**src/rtl/alu_pkg.sv**
```systemverilog
// Shared types for the registered, handshaked ALU: op codes, FSM states and the flag set.
package alu_pkg;

    localparam int OP_W = 3;

    typedef enum logic [OP_W-1:0] {
        OP_ADD = 3'd0,
        OP_SUB = 3'd1,
        OP_AND = 3'd2,
        OP_OR  = 3'd3,
        OP_XOR = 3'd4,
        OP_SHL = 3'd5,
        OP_SHR = 3'd6,
        OP_MUL = 3'd7
    } alu_op_t;

    typedef enum logic {
        ST_IDLE = 1'b0,
        ST_MUL  = 1'b1
    } alu_state_t;

    typedef struct packed {
        logic carry;
        logic zero;
        logic negative;
        logic overflow;
    } alu_flags_t;

endpackage

```
**src/rtl/alu_seq_if.sv**
```systemverilog
// Operation/result handshake bundle between the controller (master) and the ALU (slave).
interface alu_seq_if
    import alu_pkg::*;
#(
    parameter int WIDTH = 8
) ();

    logic             in_valid;
    logic             in_ready;
    alu_op_t          op;
    logic [WIDTH-1:0] a;
    logic [WIDTH-1:0] b;
    logic             out_valid;
    logic             out_ready;
    logic [WIDTH-1:0] result;
    logic             carry;
    logic             zero;
    logic             negative;
    logic             overflow;
    logic             busy;

    modport master (
        output in_valid, op, a, b, out_ready,
        input  in_ready, out_valid, result, carry, zero, negative, overflow, busy
    );

    modport slave (
        input  in_valid, op, a, b, out_ready,
        output in_ready, out_valid, result, carry, zero, negative, overflow, busy
    );

endinterface

```
**src/rtl/alu_mul_seq.sv**
```systemverilog
// Unsigned shift-add multiplier: captures operands on start, consumes one multiplier bit per step.
module alu_mul_seq #(
    parameter int WIDTH = 8
) (
    input  logic               clk,
    input  logic               rst_n,
    input  logic               start,
    input  logic               step,
    input  logic [WIDTH-1:0]   a,
    input  logic [WIDTH-1:0]   b,
    output logic               done,
    output logic [2*WIDTH-1:0] product
);

    localparam int CW = $clog2(WIDTH);
    localparam logic [CW-1:0] LAST = CW'(WIDTH - 1);

    logic [2*WIDTH-1:0] mcand;
    logic [WIDTH-1:0]   mplier;
    logic [2*WIDTH-1:0] acc;
    logic [CW-1:0]      cnt;
    logic [2*WIDTH-1:0] partial;

    // The final partial product is exposed combinationally so the caller can
    // register it on the same edge that ends the iteration.
    assign partial = acc + (mplier[0] ? mcand : '0);
    assign done    = step && (cnt == LAST);
    assign product = partial;

    // NOTE: state registers use non-blocking assignments so every register
    // samples the pre-edge values, regardless of statement order.
    always_ff @(posedge clk or negedge rst_n) begin
        if (!rst_n) begin
            mcand  <= '0;
            mplier <= '0;
            acc    <= '0;
            cnt    <= '0;
        end else if (start) begin
            mcand  <= {{WIDTH{1'b0}}, a};
            mplier <= b;
            acc    <= '0;
            cnt    <= '0;
        end else if (step) begin
            acc    <= partial;
            mcand  <= mcand << 1;
            mplier <= mplier >> 1;
            cnt    <= done ? '0 : cnt + CW'(1);
        end
    end

endmodule

```
**src/rtl/alu_seq.sv**
```systemverilog
// Registered ALU: single-cycle add/sub/logic/shift, WIDTH-cycle unsigned multiply, full flag set.
module alu_seq
    import alu_pkg::*;
#(
    parameter int WIDTH  = 8,
    parameter bit MUL_EN = 1'b1
) (
    input logic      clk,
    input logic      rst_n,
    alu_seq_if.slave bus
);

    localparam int MSB = WIDTH - 1;

    alu_state_t         state;
    logic [WIDTH-1:0]   res_q;
    alu_flags_t         flags_q;
    logic               valid_q;

    logic               accept;
    logic               mul_start;
    logic               mul_done;
    logic [2*WIDTH-1:0] mul_product;
    alu_flags_t         mul_flags;

    logic [WIDTH:0]     sum;
    logic [WIDTH:0]     diff;
    logic [WIDTH-1:0]   sc_res;
    alu_flags_t         sc_flags;

    assign bus.in_ready  = (state == ST_IDLE) && (!valid_q || bus.out_ready);
    assign bus.busy      = (state == ST_MUL);
    assign bus.out_valid = valid_q;
    assign bus.result    = res_q;
    assign bus.carry     = flags_q.carry;
    assign bus.zero      = flags_q.zero;
    assign bus.negative  = flags_q.negative;
    assign bus.overflow  = flags_q.overflow;

    assign accept    = bus.in_valid && bus.in_ready;
    assign mul_start = accept && (bus.op == OP_MUL);

    // NOTE: every always_comb output gets a default first so no path can
    // infer a latch.
    always_comb begin
        sum      = {1'b0, bus.a} + {1'b0, bus.b};
        diff     = {1'b0, bus.a} - {1'b0, bus.b};
        sc_res   = '0;
        sc_flags = '0;
        case (bus.op)
            OP_ADD: begin
                sc_res            = sum[MSB:0];
                sc_flags.carry    = sum[WIDTH];
                sc_flags.overflow = (bus.a[MSB] == bus.b[MSB]) && (sum[MSB] != bus.a[MSB]);
            end
            OP_SUB: begin
                sc_res            = diff[MSB:0];
                sc_flags.carry    = diff[WIDTH];
                sc_flags.overflow = (bus.a[MSB] != bus.b[MSB]) && (diff[MSB] != bus.a[MSB]);
            end
            OP_AND: sc_res = bus.a & bus.b;
            OP_OR:  sc_res = bus.a | bus.b;
            OP_XOR: sc_res = bus.a ^ bus.b;
            OP_SHL: begin
                sc_res         = {bus.a[MSB-1:0], 1'b0};
                sc_flags.carry = bus.a[MSB];
            end
            OP_SHR: begin
                sc_res         = {1'b0, bus.a[MSB:1]};
                sc_flags.carry = bus.a[0];
            end
            // Only reached without a multiplier: the result is defined as zero.
            OP_MUL: sc_res = '0;
            default: sc_res = '0;
        endcase
        sc_flags.zero     = (sc_res == '0);
        sc_flags.negative = sc_res[MSB];
    end

    always_comb begin
        mul_flags          = '0;
        mul_flags.carry    = |mul_product[2*WIDTH-1:WIDTH];
        mul_flags.zero     = (mul_product[MSB:0] == '0);
        mul_flags.negative = mul_product[MSB];
    end

    generate
        if (MUL_EN) begin : g_mul
            alu_mul_seq #(
                .WIDTH (WIDTH)
            ) u_mul (
                .clk     (clk),
                .rst_n   (rst_n),
                .start   (mul_start),
                .step    (state == ST_MUL),
                .a       (bus.a),
                .b       (bus.b),
                .done    (mul_done),
                .product (mul_product)
            );
        end else begin : g_no_mul
            assign mul_done    = 1'b0;
            assign mul_product = '0;
        end
    endgenerate

    // The output register loads only on completion; a new load on the same
    // edge as a consume overrides the clear, keeping out_valid high.
    always_ff @(posedge clk or negedge rst_n) begin
        if (!rst_n) begin
            state   <= ST_IDLE;
            res_q   <= '0;
            flags_q <= '0;
            valid_q <= 1'b0;
        end else begin
            if (bus.out_ready) begin
                valid_q <= 1'b0;
            end
            case (state)
                ST_IDLE: begin
                    if (accept) begin
                        if (mul_start && MUL_EN) begin
                            state <= ST_MUL;
                        end else begin
                            res_q   <= sc_res;
                            flags_q <= sc_flags;
                            valid_q <= 1'b1;
                        end
                    end
                end
                ST_MUL: begin
                    if (mul_done) begin
                        state   <= ST_IDLE;
                        res_q   <= mul_product[MSB:0];
                        flags_q <= mul_flags;
                        valid_q <= 1'b1;
                    end
                end
                default: state <= ST_IDLE;
            endcase
        end
    end

endmodule

```
**src/flat_wrapper.sv**
```systemverilog
// flat-port wrapper written by rule: the top's interface ports become plain ports
module alu_seq_flat import alu_pkg::*;
#(
    parameter int WIDTH  = 8,
    parameter bit MUL_EN = 1'b1
)
  (clk, rst_n, bus_in_valid, bus_op, bus_a, bus_b, bus_out_ready, bus_in_ready, bus_out_valid, bus_result, bus_carry, bus_zero, bus_negative, bus_overflow, bus_busy);
  alu_seq_if #(.WIDTH(WIDTH)) bus_i ();
  input logic clk;
  input logic rst_n;
  input wire logic [$bits(bus_i.in_valid)-1:0] bus_in_valid;
  input wire logic [$bits(bus_i.op)-1:0] bus_op;
  input wire logic [$bits(bus_i.a)-1:0] bus_a;
  input wire logic [$bits(bus_i.b)-1:0] bus_b;
  input wire logic [$bits(bus_i.out_ready)-1:0] bus_out_ready;
  output wire logic [$bits(bus_i.in_ready)-1:0] bus_in_ready;
  output wire logic [$bits(bus_i.out_valid)-1:0] bus_out_valid;
  output wire logic [$bits(bus_i.result)-1:0] bus_result;
  output wire logic [$bits(bus_i.carry)-1:0] bus_carry;
  output wire logic [$bits(bus_i.zero)-1:0] bus_zero;
  output wire logic [$bits(bus_i.negative)-1:0] bus_negative;
  output wire logic [$bits(bus_i.overflow)-1:0] bus_overflow;
  output wire logic [$bits(bus_i.busy)-1:0] bus_busy;
  assign bus_i.in_valid = bus_in_valid;
  assign bus_i.op = bus_op;
  assign bus_i.a = bus_a;
  assign bus_i.b = bus_b;
  assign bus_i.out_ready = bus_out_ready;
  assign bus_in_ready = bus_i.in_ready;
  assign bus_out_valid = bus_i.out_valid;
  assign bus_result = bus_i.result;
  assign bus_carry = bus_i.carry;
  assign bus_zero = bus_i.zero;
  assign bus_negative = bus_i.negative;
  assign bus_overflow = bus_i.overflow;
  assign bus_busy = bus_i.busy;
  alu_seq #(.WIDTH(WIDTH), .MUL_EN(MUL_EN)) u_core (.clk(clk), .rst_n(rst_n), .bus(bus_i));
endmodule
```
**config.mk**
```make
export PLATFORM = sky130hd
export DESIGN_NAME = alu_seq_flat
export DESIGN_NICKNAME = d
export VERILOG_FILES = /design/src/rtl/alu_pkg.sv /design/src/rtl/alu_seq_if.sv /design/src/rtl/alu_mul_seq.sv /design/src/rtl/alu_seq.sv /design/src/flat_wrapper.sv
export SDC_FILE = /design/constraint.sdc
export NUM_CORES = 1
export LEC_CHECK = 0
export ABC_AREA = 1
export ABC_CLOCK_PERIOD_IN_PS = 2000
export CAP_MARGIN = 20
export CELL_PAD_IN_SITES_DETAIL_PLACEMENT = 1
export CELL_PAD_IN_SITES_GLOBAL_PLACEMENT = 2
export CORE_ASPECT_RATIO = 2
export CORE_MARGIN = 1.5
export CORE_UTILIZATION = 30
export CTS_CLUSTER_SIZE = 25
export DETAILED_ROUTE_END_ITERATION = 16
export PLACE_DENSITY_LB_ADDON = 0.1
export SKIP_LAST_GASP = 1
export SLEW_MARGIN = 20
export SYNTH_ARGS = -nofsm -noshare
export SYNTH_HDL_FRONTEND = slang
export SYNTH_SLANG_ARGS = --single-unit
export TNS_END_PERCENT = 10
```
**constraint.sdc**
```tcl
create_clock -name clk -period 2 [get_ports clk]
set_clock_uncertainty 0.05 [all_clocks]
set_input_delay 0.4 -clock clk [delete_from_list [all_inputs] [get_ports clk]]
set_output_delay 0.4 -clock clk [all_outputs]
set_load 0.02 [all_outputs]
```
# Word level (Yosys, flattened, before mapping)
# Cells that the tools add are included.
# Widths: inputs -> output; s select.
dict set report op_classes {
  eq_ne 15
  add_sub_neg 4
  muxes 30
  bitwise_logic 4
  reduce_logical 14
}
# operator n
set ops {}
lappend ops {{$mux 16} 5}
lappend ops {{$pmux 8 s8} 1}
lappend ops {{$mux 8} 5}
lappend ops {{$add 16x16->16} 1}
lappend ops {{$logic_not 8->1} 2}
lappend ops {{$pmux 8 s2} 1}
lappend ops {{$eq 3x3->1 const B} 5}
lappend ops {{$mux 4} 3}
lappend ops {{$add 8x8->9} 1}
lappend ops {{$mux 3} 3}
lappend ops {{$sub 8x8->9} 1}
lappend ops {{$and 8x8->8} 1}
lappend ops {{$or 8x8->8} 1}
lappend ops {{$pmux 4 s2} 1}
lappend ops {{$reduce_or 8->1} 1}
lappend ops {{$xor 8x8->8} 1}
lappend ops {{$mux 1} 7}
lappend ops {{$eq 3x2->1 const B} 2}
lappend ops {{$logic_and 1x1->1} 6}
lappend ops {{$pmux 1 s2} 3}
lappend ops {{$ne 2x2->1 const B} 2}
lappend ops {{$pmux 1 s4} 1}
lappend ops {{$add 3x1->3 const B} 1}
lappend ops {{$eq 3x1->1 const B} 1}
lappend ops {{9 further kinds} 11}
dict set report word_totals {
  register_bits 57
  out_inout_bits 15
  input_bits 23
  wordCells 78
}

# Logic depth before layout (Yosys ltp)
# Gate-level depths: netlist of the first run.
dict set report logic_depth {
  ltp_word 8
  depth_mapped 19
  mapped_depth_nobuf 17
}

# By module
# Synthesis of the first run repeated with hierarchy kept, for this count alone.
dict set report unflattened {
  hier_cells 730
  area_unflattened_um2 4966.0
}
# module cells_per_inst seq_area_each_um2 instances area_per_inst_um2
set modules_own_cells {}
lappend modules_own_cells {alu_mul_seq 376 1076.0 1 2845.2}
lappend modules_own_cells {alu_seq 354 325.3 1 2120.8}

# Worst setup path after synthesis of the first run
# No wires, ideal clock.
dict set report synth_path {
  path_kind {reg2reg}
  startpoint {register u_core.g_mul.u_mul.mplier[0]}
  endpoint {register u_core.flags_q (netlist bit u_core.bus.zero)}
  synth_period_minus_slack_ns 2.224
  required_ns 1.873
  stages_incl_launch_ff 13
  n_path_buf 2
  arrival_ns 2.097
  setup_slack_ns -0.224
  setup_time_ns 0.077
  path_cell_list {dfrtp_1 > clkbuf_1 > clkbuf_1 > nand2_1 > inv_1 > fa_1 > nor4_1 > nand2_1 > nor2_1 > nand3_1 > nor2_1 > nor2_1 > a21oi_1}
}
dict set report synth_between {
  elab_chain_cells 5
}
# element line_no
set synth_rtl {}
lappend synth_rtl {{start: declaration} alu_mul_seq.sv:19} ;# logic [WIDTH-1:0] mplier;
lappend synth_rtl {{start signal: assignment} alu_mul_seq.sv:46} ;# mplier <= mplier >> 1;
lappend synth_rtl {{$mux 16} alu_mul_seq.sv:26} ;# assign partial = acc + (mplier[0] ? mcand : '0);
lappend synth_rtl {{$add 16x16->16} alu_mul_seq.sv:26}
lappend synth_rtl {{$logic_not 8->1} alu_seq.sv:83} ;# mul_flags.zero = (mul_product[MSB:0] == '0);
lappend synth_rtl {{$mux 4} alu_seq.sv:132} ;# if (mul_done) begin
lappend synth_rtl {{$pmux 4 s2} alu_seq.sv:119} ;# case (state)
lappend synth_rtl {{end signal: assignment} alu_seq.sv:126} ;# flags_q <= sc_flags;
lappend synth_rtl {{end signal: assignment} alu_seq.sv:135} ;# flags_q <= mul_flags;
lappend synth_rtl {{end: declaration} alu_seq.sv:17} ;# alu_flags_t flags_q;
# Every way passes these cells. The select of a mux whose other input is x is not followed.
# A chain may end at the register's enable or synchronous reset.

# Worst setup path in the final report of the first run
dict set report layout_path {
  startpoint {input bus_a[4]}
  endpoint {register u_core.flags_q (netlist bit u_core.bus.zero)}
}
dict set report layout_between {
  elab_chain_cells 6
  elab_cells_between_ends 10
  classes_between {add/sub: 2; mux: 4; bitwise: 3; reduce/logical: 1}
}
# element line_no
set layout_rtl {}
lappend layout_rtl {{start: declaration} flat_wrapper.sv:13} ;# input wire logic [$bits(bus_i.a)-1:0] bus_a;
lappend layout_rtl {{$sub 8x8->9 (tied with other cells)} alu_seq.sv:47} ;# diff = {1'b0, bus.a} - {1'b0, bus.b};
lappend layout_rtl {{$pmux 8 s8 *} alu_seq.sv:50} ;# case (bus.op)
lappend layout_rtl {{$logic_not 8->1 *} alu_seq.sv:76} ;# sc_flags.zero = (sc_res == '0);
lappend layout_rtl {{$mux 4 *} alu_seq.sv:122} ;# if (mul_start && MUL_EN) begin
lappend layout_rtl {{$mux 4 *} alu_seq.sv:121} ;# if (accept) begin
lappend layout_rtl {{$pmux 4 s2 *} alu_seq.sv:119}
# Mark *: on every way between the ends. The rest lies on a longest branch, timed or not. The select of a mux whose other input is x is not followed.

==> metrics, run 1 <==
Num CTS Buffers=5; largest net degree at the start of global routing=29; wire length per cell=18.2 um; clock sink count=between 50 and 60; static leakage=0.00377 uW; YS warnings=0; Synth Cell Area=between 0.004 and 0.005 mm2; clock group share of total power=13.5%; Critical Path Start Type=input port; layout cells sized above 1=31.6%; Max FO, Critical Path=6; Required @ worst endpoint=2180 ps; synthesis-stage register bit count=56; H-tree levels=2; Final Max Tran Viols=0; root buf cell=clkbuf_16; post-synth cell types=37; global placement routability congestion=0.981; Crit path depth=14; most frequent CP cell=nand2_1; DP Wirelength=16,500 um; Rel. slew slack=57.8%; Worst Setup SP=bus_a[4]; Internal=3910 uW; initial antenna violation count=0; number of antenna diodes=0; VDD IR max=slightly below 0.0004 V; Gate power share=58.0%; Total GRT Usage=25.0%; DR iter-0 viols=106; Sw Ratio=between 40% and 50%; status=complete, but fails checks; slack of the critical path=-319 ps; fill count=1,932; Post-synth ARST share=100%; cells on worst reg2reg path=17; Main synth FF type=dfrtp_1; Total Neg Setup Slack=-3570 ps; total routed wirelength=slightly below 20,000 um; I/O pin cnt=38; r2r startpoint=u_core.g_mul.u_mul.mplier[0]; Synth Net Count=~770; fin nets=943; part of the Yosys area used for sequential elements=30.1%; Post-Synthesis Cells=698; Rows=64; P_sw=2900 uW; total iterations of the first detailed-routing run=4; RSZ-0062 raised after global routing=yes; Worst path slowest cell=clkdlybuf4s50_1; Mean Syn Cell Area=between 6 and 7 um2; vias in the first global route=5,919; Post-synth EDFFs=0; core area=0.0152 mm2; Via Count=~5,200; Place WS=-826 ps; Clk Latency, worst-skew pair=310 ps; period utilization=116%; Worst EP arrival=2500 ps; PwrDens=963 mW/mm2; setup violators final=23; MaxCap Viol Count=0; DRC errors left=0; crit end category=flip-flop; Reg power frac=28.5%; wire length of the first global-routing pass=30,800 um; Via density=between 4 and 5; worst setup path category=input port to flip-flop; clk slew on worst S/H paths=around 70 ps; Tmin final=between 2000 and 2500 ps; Final Hold Viols=0; cells along the critical path=clkdlybuf4s50_1 -> inv_2 -> ha_4 -> buf_4 -> nand2_1 -> inv_2 -> nand4_1 -> nand4_1 -> nand3_2 -> nand2_1 -> nand2_1 -> nor2_1 -> nand3_1 -> a21oi_1; fmax=roughly 430 MHz; Worst path max stage delay=490 ps; Die W=91.1 um; Hold WC Path Type=input port to asynchronous set/reset pin; die area=0.0163 mm2; Crit path max-delay family=simple AND/OR/NAND/NOR gates; Slew @ Worst Pin=633 ps; footprint of the multi-input gates=approximately 0.0032 mm2; crit path buf inv count=4; Bufs on Longest Clock Path=2; FF/Latch Area=0.00140 mm2; synth-to-layout area growth=52.0%; CTS tree=built; failing checks=negative setup slack; count of input and output buffers=37; Initial Utilization=30.6%; grt ovf=0; die height=179 um; Antenna Nets Post-Route=0
power by group through the flow:
stage | clock network [uW] | registers, uW | logic (uW)
3_3_place_gp | 0 | 1920 | 3450
4_1_cts | 942 | 1950 | 3820
2_1_floorplan | 0 | 1990 | 1830
5_1_grt | 982 | 1990 | 4340
3_5_place_dp | 0 | 1950 | 3560
6_report | 923 | 1940 | 3950
cell usage in the layout, fill, tap and decap left out, drive strengths merged, types with 6 or more instances in the layout:
cell,Yosys,layout
a21oi,26,26
nor2,46,46
dfrtp,56,56
o22ai,12,12
o21ai,28,28
clkdlybuf4s50,0,32
o221ai,9,9
o211ai,6,6
nor3,8,8
nand2,235,235
buf,8,154
nand4,7,7
nand3,49,49
clkbuf,11,6
inv,115,115
ha,41,41
per-stage QoR:
stage / hold slack [ps] / total power (uW) / area, um2 / utilization, % / cells
floorplan: 54.4 / 3820 / 4810 / - / 698
global placement: 396 / 5370 / 6450 / 42.4 / 1056
detailed placement: 396 / 5510 / 6450 / 42.4 / 1056
CTS: 62.9 / 6720 / 6920 / 45.5 / 1072
global route: 86.3 / 7310 / 7080 / 46.5 / 1075
finish: 48.1 / 6820 / 7080 / 46.5 / 1075
state kept, by name (all words and copies together), names as in the netlist:
register	flops
u_core.g_mul.u_mul.acc	16
u_core.bus.busy	1
u_core.g_mul.u_mul.cnt	3
u_core.bus.zero	1
u_core.bus.out_valid	1
u_core.g_mul.u_mul.mcand	16
u_core.bus.result	8
u_core.bus.overflow	1
u_core.bus.carry	1
u_core.g_mul.u_mul.mplier	8
logic make-up (layout without fill, tap and decap cells):
kind of cell               after synthesis  count (layout)  synth area share (%)
and+or+nand+nor                        359             359                  32.0
buffers and inverters                  135             314                  11.4
AOI/OAI and AO/OA                       94              94                  12.3
DFF                                     56              56                  30.1
adders and majority gates               44              44                  12.3
xor gates and xnor gates                10              10                  1.88
synthesized netlist by cell type, types with 2 or more instances:
cell	instances	area [um2]
a21oi_1	25	125
a22o_1	2	17.5
a22oi_1	5	37.5
a31oi_1	2	12.5
and2_1	3	18.8
buf_2	6	30.0
clkbuf_1	10	37.5
dfrtp_1	56	1400
fa_1	3	60.1
ha_1	41	513
inv_1	115	432
nand2_1	234	878
nand3_1	49	245
nand3b_1	4	30.0
nand4_1	7	43.8
nor2_1	46	173
nor3_1	7	35.0
o211ai_1	6	45.0
o21ai_0	28	140
o221ai_1	9	78.8
o22ai_1	12	75.1
or2_2	5	31.3
xnor2_1	5	43.8
xor2_1	5	43.8
worst paths after layout:
check                                              endpoint  slack (ps)
worst max register to register             u_core.bus.carry        -310
max in group asynchronous       u_core.g_mul.u_mul.mcand[9]        1290
worst min register to register         u_core.bus.result[0]         450
min in group clk                       u_core.bus.result[0]         450
worst max-delay path                        u_core.bus.zero        -320
worst min-delay path              u_core.g_mul.u_mul.acc[4]          50
worst register-to-register path: stages, from the launching register on:
cell     delay, ps
dfrtp_2        450
buf_12         160
nand2_1         80
inv_2           60
ha_4           290
nand2_1         80
inv_2           70
nand2_2         70
nor3_2         170
nand2_2        100
nand2_1         90
nand2_1         60
nand2_1         80
nand2_1         90
nor2_4          90
nand2_1         80
nand2_2         80
a21oi_2         50
cell type report:
type	count	area share, %
Inverter	116	6.17
Clock inverter	2	0.141
Timing Repair Buffer	190	22.6
Tap cell	198	3.50
Multi-Input combinational cell	507	45.8
Sequential cell	56	19.8
Clock buffer	6	1.96
routing by layer:
layer / GRT usage (%) / vias up / routed length, um
met1: 20.5 / 2556 / 6140
met2: 54.0 / 76 / 11900
li1: - / 2567 / -
met5: 0 / - / 0
met4: 16.4 / 0 / 1290
met3: 1.65 / 47 / 220
repair_timing:
item	4_1_cts	5_1_grt
pin swaps	33	10
hold endpoints to repair	0	0
setup buffers	8	3
resized for setup	66	41
hold buffers	0	0
setup endpoints to repair	24	32
Note: power is estimated with default switching activity, not from simulation.
==> run 2: changes to the inputs <==
--- a/config.mk
+++ b/config.mk
@@ -6,15 +6,16 @@
 export NUM_CORES = 1
 export LEC_CHECK = 0
 export ABC_AREA = 1
-export ABC_CLOCK_PERIOD_IN_PS = 2000
+export ABC_CLOCK_PERIOD_IN_PS = 2770
 export CAP_MARGIN = 20
 export CELL_PAD_IN_SITES_DETAIL_PLACEMENT = 1
 export CELL_PAD_IN_SITES_GLOBAL_PLACEMENT = 2
 export CORE_ASPECT_RATIO = 2
 export CORE_MARGIN = 1.5
-export CORE_UTILIZATION = 30
+export CORE_UTILIZATION = 39
 export CTS_CLUSTER_SIZE = 25
 export DETAILED_ROUTE_END_ITERATION = 16
+export DONT_BUFFER_PORTS = 1
 export PLACE_DENSITY_LB_ADDON = 0.1
 export SKIP_LAST_GASP = 1
 export SLEW_MARGIN = 20
==> constraint.sdc (replaced) <==
create_clock -name clk -period 2.77 [get_ports clk]
set_clock_uncertainty 0.05 [all_clocks]
set_input_delay 0.554 -clock clk [delete_from_list [all_inputs] [get_ports clk]]
set_output_delay 0.554 -clock clk [all_outputs]
set_load 0.02 [all_outputs]
==> run 2 against run 1 <==
  * The flow now finishes without violations
  * Worst setup slack better by 570 ps
  * Register-to-register slack better by 560 ps
  * Final cell count down 21%
  * Combinational power down 55%
  * Power down 43%
  * Global-route usage up 3.4 points
  * First-iteration DRC count up 120%
  * Sequential cell count unchanged
  * Wire length down 14%
  * Cell area down 29%
  * Sequential power down 23%
  * Core utilization down 3.4 points
  * Critical endpoint is now u_core.bus.carry
==> metrics, run 2 (synthesis results as in run 1) <==
met3 Use GR=1.28%; Rel. slew slack=roughly 57%; Hold WC Path Type=input port to asynchronous set/reset pin; setup violators final=0; PwrDens=775 mW/mm2; status=complete, no violations; die area=0.0126 mm2; period utilization=91.0%; FF/Latch Area=0.00140 mm2; Max FO, Critical Path=8; fin nets=just under 800; die height=158 um; MaxCap Viol Count=0; Total Neg Setup Slack=0 ps; count of input and output buffers=0; Via density=roughly 5.3; Clk Latency, worst-skew pair=around 300 ps; met2 Usage GRT=61.1%; I/O pin cnt=38; CTS tree=built; commonest non-fill, non-tap cells in the layout=234 x nand2_1, 115 x inv_1, 56 x dfrtp_1; crit end category=flip-flop; PostCTS Resize Cnt=0; DR iter-0 viols=229; number of antenna diodes=0; Total Power=slightly below 4000 uW; area post-placement=a little under 0.005 mm2; Tmin final=2520 ps; Critical Path Start Type=flip-flop; RSZ-0062 raised after global routing=no; Required @ worst endpoint=2900 ps; Initial Utilization=39.8%; synth-to-layout area growth=8.25%; Rows=56; Num CTS Buffers=5; H-tree levels=2; fmax=roughly 400 MHz; met1 Usage GRT=23.3%; fill count=1,581; global placement routability congestion=0.908; core area=0.0117 mm2; DP Wirelength=14,300 um; DRC errors left=0; Antenna Nets Post-Route=0; root buf cell=clkbuf_16; Bufs on Longest Clock Path=2; vias in the first global route=5,016; worst setup path category=flip-flop to flip-flop; Total GRT Usage=28.4%; Worst EP arrival=between 2000 and 3000 ps; Top Registers=u_core.g_mul.u_mul.acc (16), u_core.g_mul.u_mul.mcand (16); wire length of the first global-routing pass=26,300 um; total iterations of the first detailed-routing run=5; post-route design area=0.00504 mm2; grt ovf=0; static leakage=between 0.002 and 0.003 uW; total routed wirelength=16,800 um; grt peak-use layer=met2; Post-CTS Setup Inserts=0; tightest hold margin=roughly 55 ps; layout cells sized above 1=4.98%; Slew @ Worst Pin=647 ps; clock sink count=56; clk slew on worst S/H paths=roughly 70 ps; largest net degree at the start of global routing=57; footprint of the multi-input gates=around 0.0027 mm2; VDD IR max=0.000296 V; Via Count=4,535; initial antenna violation count=0; wire length per cell=19.9 um; Core Util, Final=between 40% and 50%; Final Hold Viols=0; Final Max Tran Viols=0; Die W=80.3 um; CTS Hold Bufs=1; commonest non-fill, non-tap cell in the layout=nand2_1
## run 2: cell types whose count changed in the layout (fill, tap and decap cells not counted), sizes merged
cell,previous run,this run
clkbuf,6,7
clkdlybuf4s50,32,0
clkinv,3,1
dlymetal6s2s,2,0
buf,154,16
clkinvlp,0,1
dlygate4sd2,2,0
## run 2: where the power goes
group          internal (uW)  total (uW)  leakage, uW  switching (uW)
sequential              1140        1490     0.000734             353
combinational            593        1760      0.00208            1170
clock                    361         656    0.0000701             295
total                   2090        3910      0.00289            1810
## run 2: per-layer routing
metal | vias up | wire, um | part of all wire [%]
met3 | 42 | 235 | 1.4
li1 | 2225 | - | -
met1 | 2197 | 5320 | 32
met4 | 0 | 983 | 5.8
met2 | 71 | 10300 | 61
met5 | - | 0 | 0
## run 2: area by class of cell
type | instances | area share [%]
Multi-Input combinational cell | 507 | 54.2
Sequential cell | 56 | 27.8
Inverter | 116 | 8.66
Tap cell | 145 | 3.60
Clock buffer | 7 | 2.83
Timing Repair Buffer | 16 | 2.78
Clock inverter | 1 | 0.149
## run 2: metrics by stage
stage / setup slack (ps) / std cells
after floorplan: 546 / 698
after global placement: -3.96 / 839
after detailed placement: -19.0 / 839
after CTS: 222 / 848
after global routing: 42.5 / 848
final: 250 / 848
## run 2: worst paths after layout
check	to	slack, ps	from	depth (start not counted)
min in group clk	u_core.g_mul.u_mul.mplier[4]	340	bus_b[4]	2
worst max register to register	u_core.bus.carry	250	u_core.g_mul.u_mul.mplier[0]	14
worst min-delay path	u_core.g_mul.u_mul.acc[13]	50	rst_n	1
worst max-delay path	u_core.bus.carry	250	u_core.g_mul.u_mul.mplier[0]	14
worst min register to register	u_core.g_mul.u_mul.mplier[4]	450	u_core.g_mul.u_mul.mplier[4]	2
max in group asynchronous	u_core.g_mul.u_mul.acc[3]	2340	rst_n	1
## run 2: worst max-delay path, stage by stage, from the launching register on
cell,delay (ps)
dfrtp_1,410
buf_4,180
nand2_1,60
inv_1,40
ha_1,340
a21oi_1,290
nand2_1,140
a21oi_1,260
nand3_1,110
nand2_1,100
nand2_1,60
nor2_1,130
nand2_1,70
nand2_1,70
a21oi_1,70
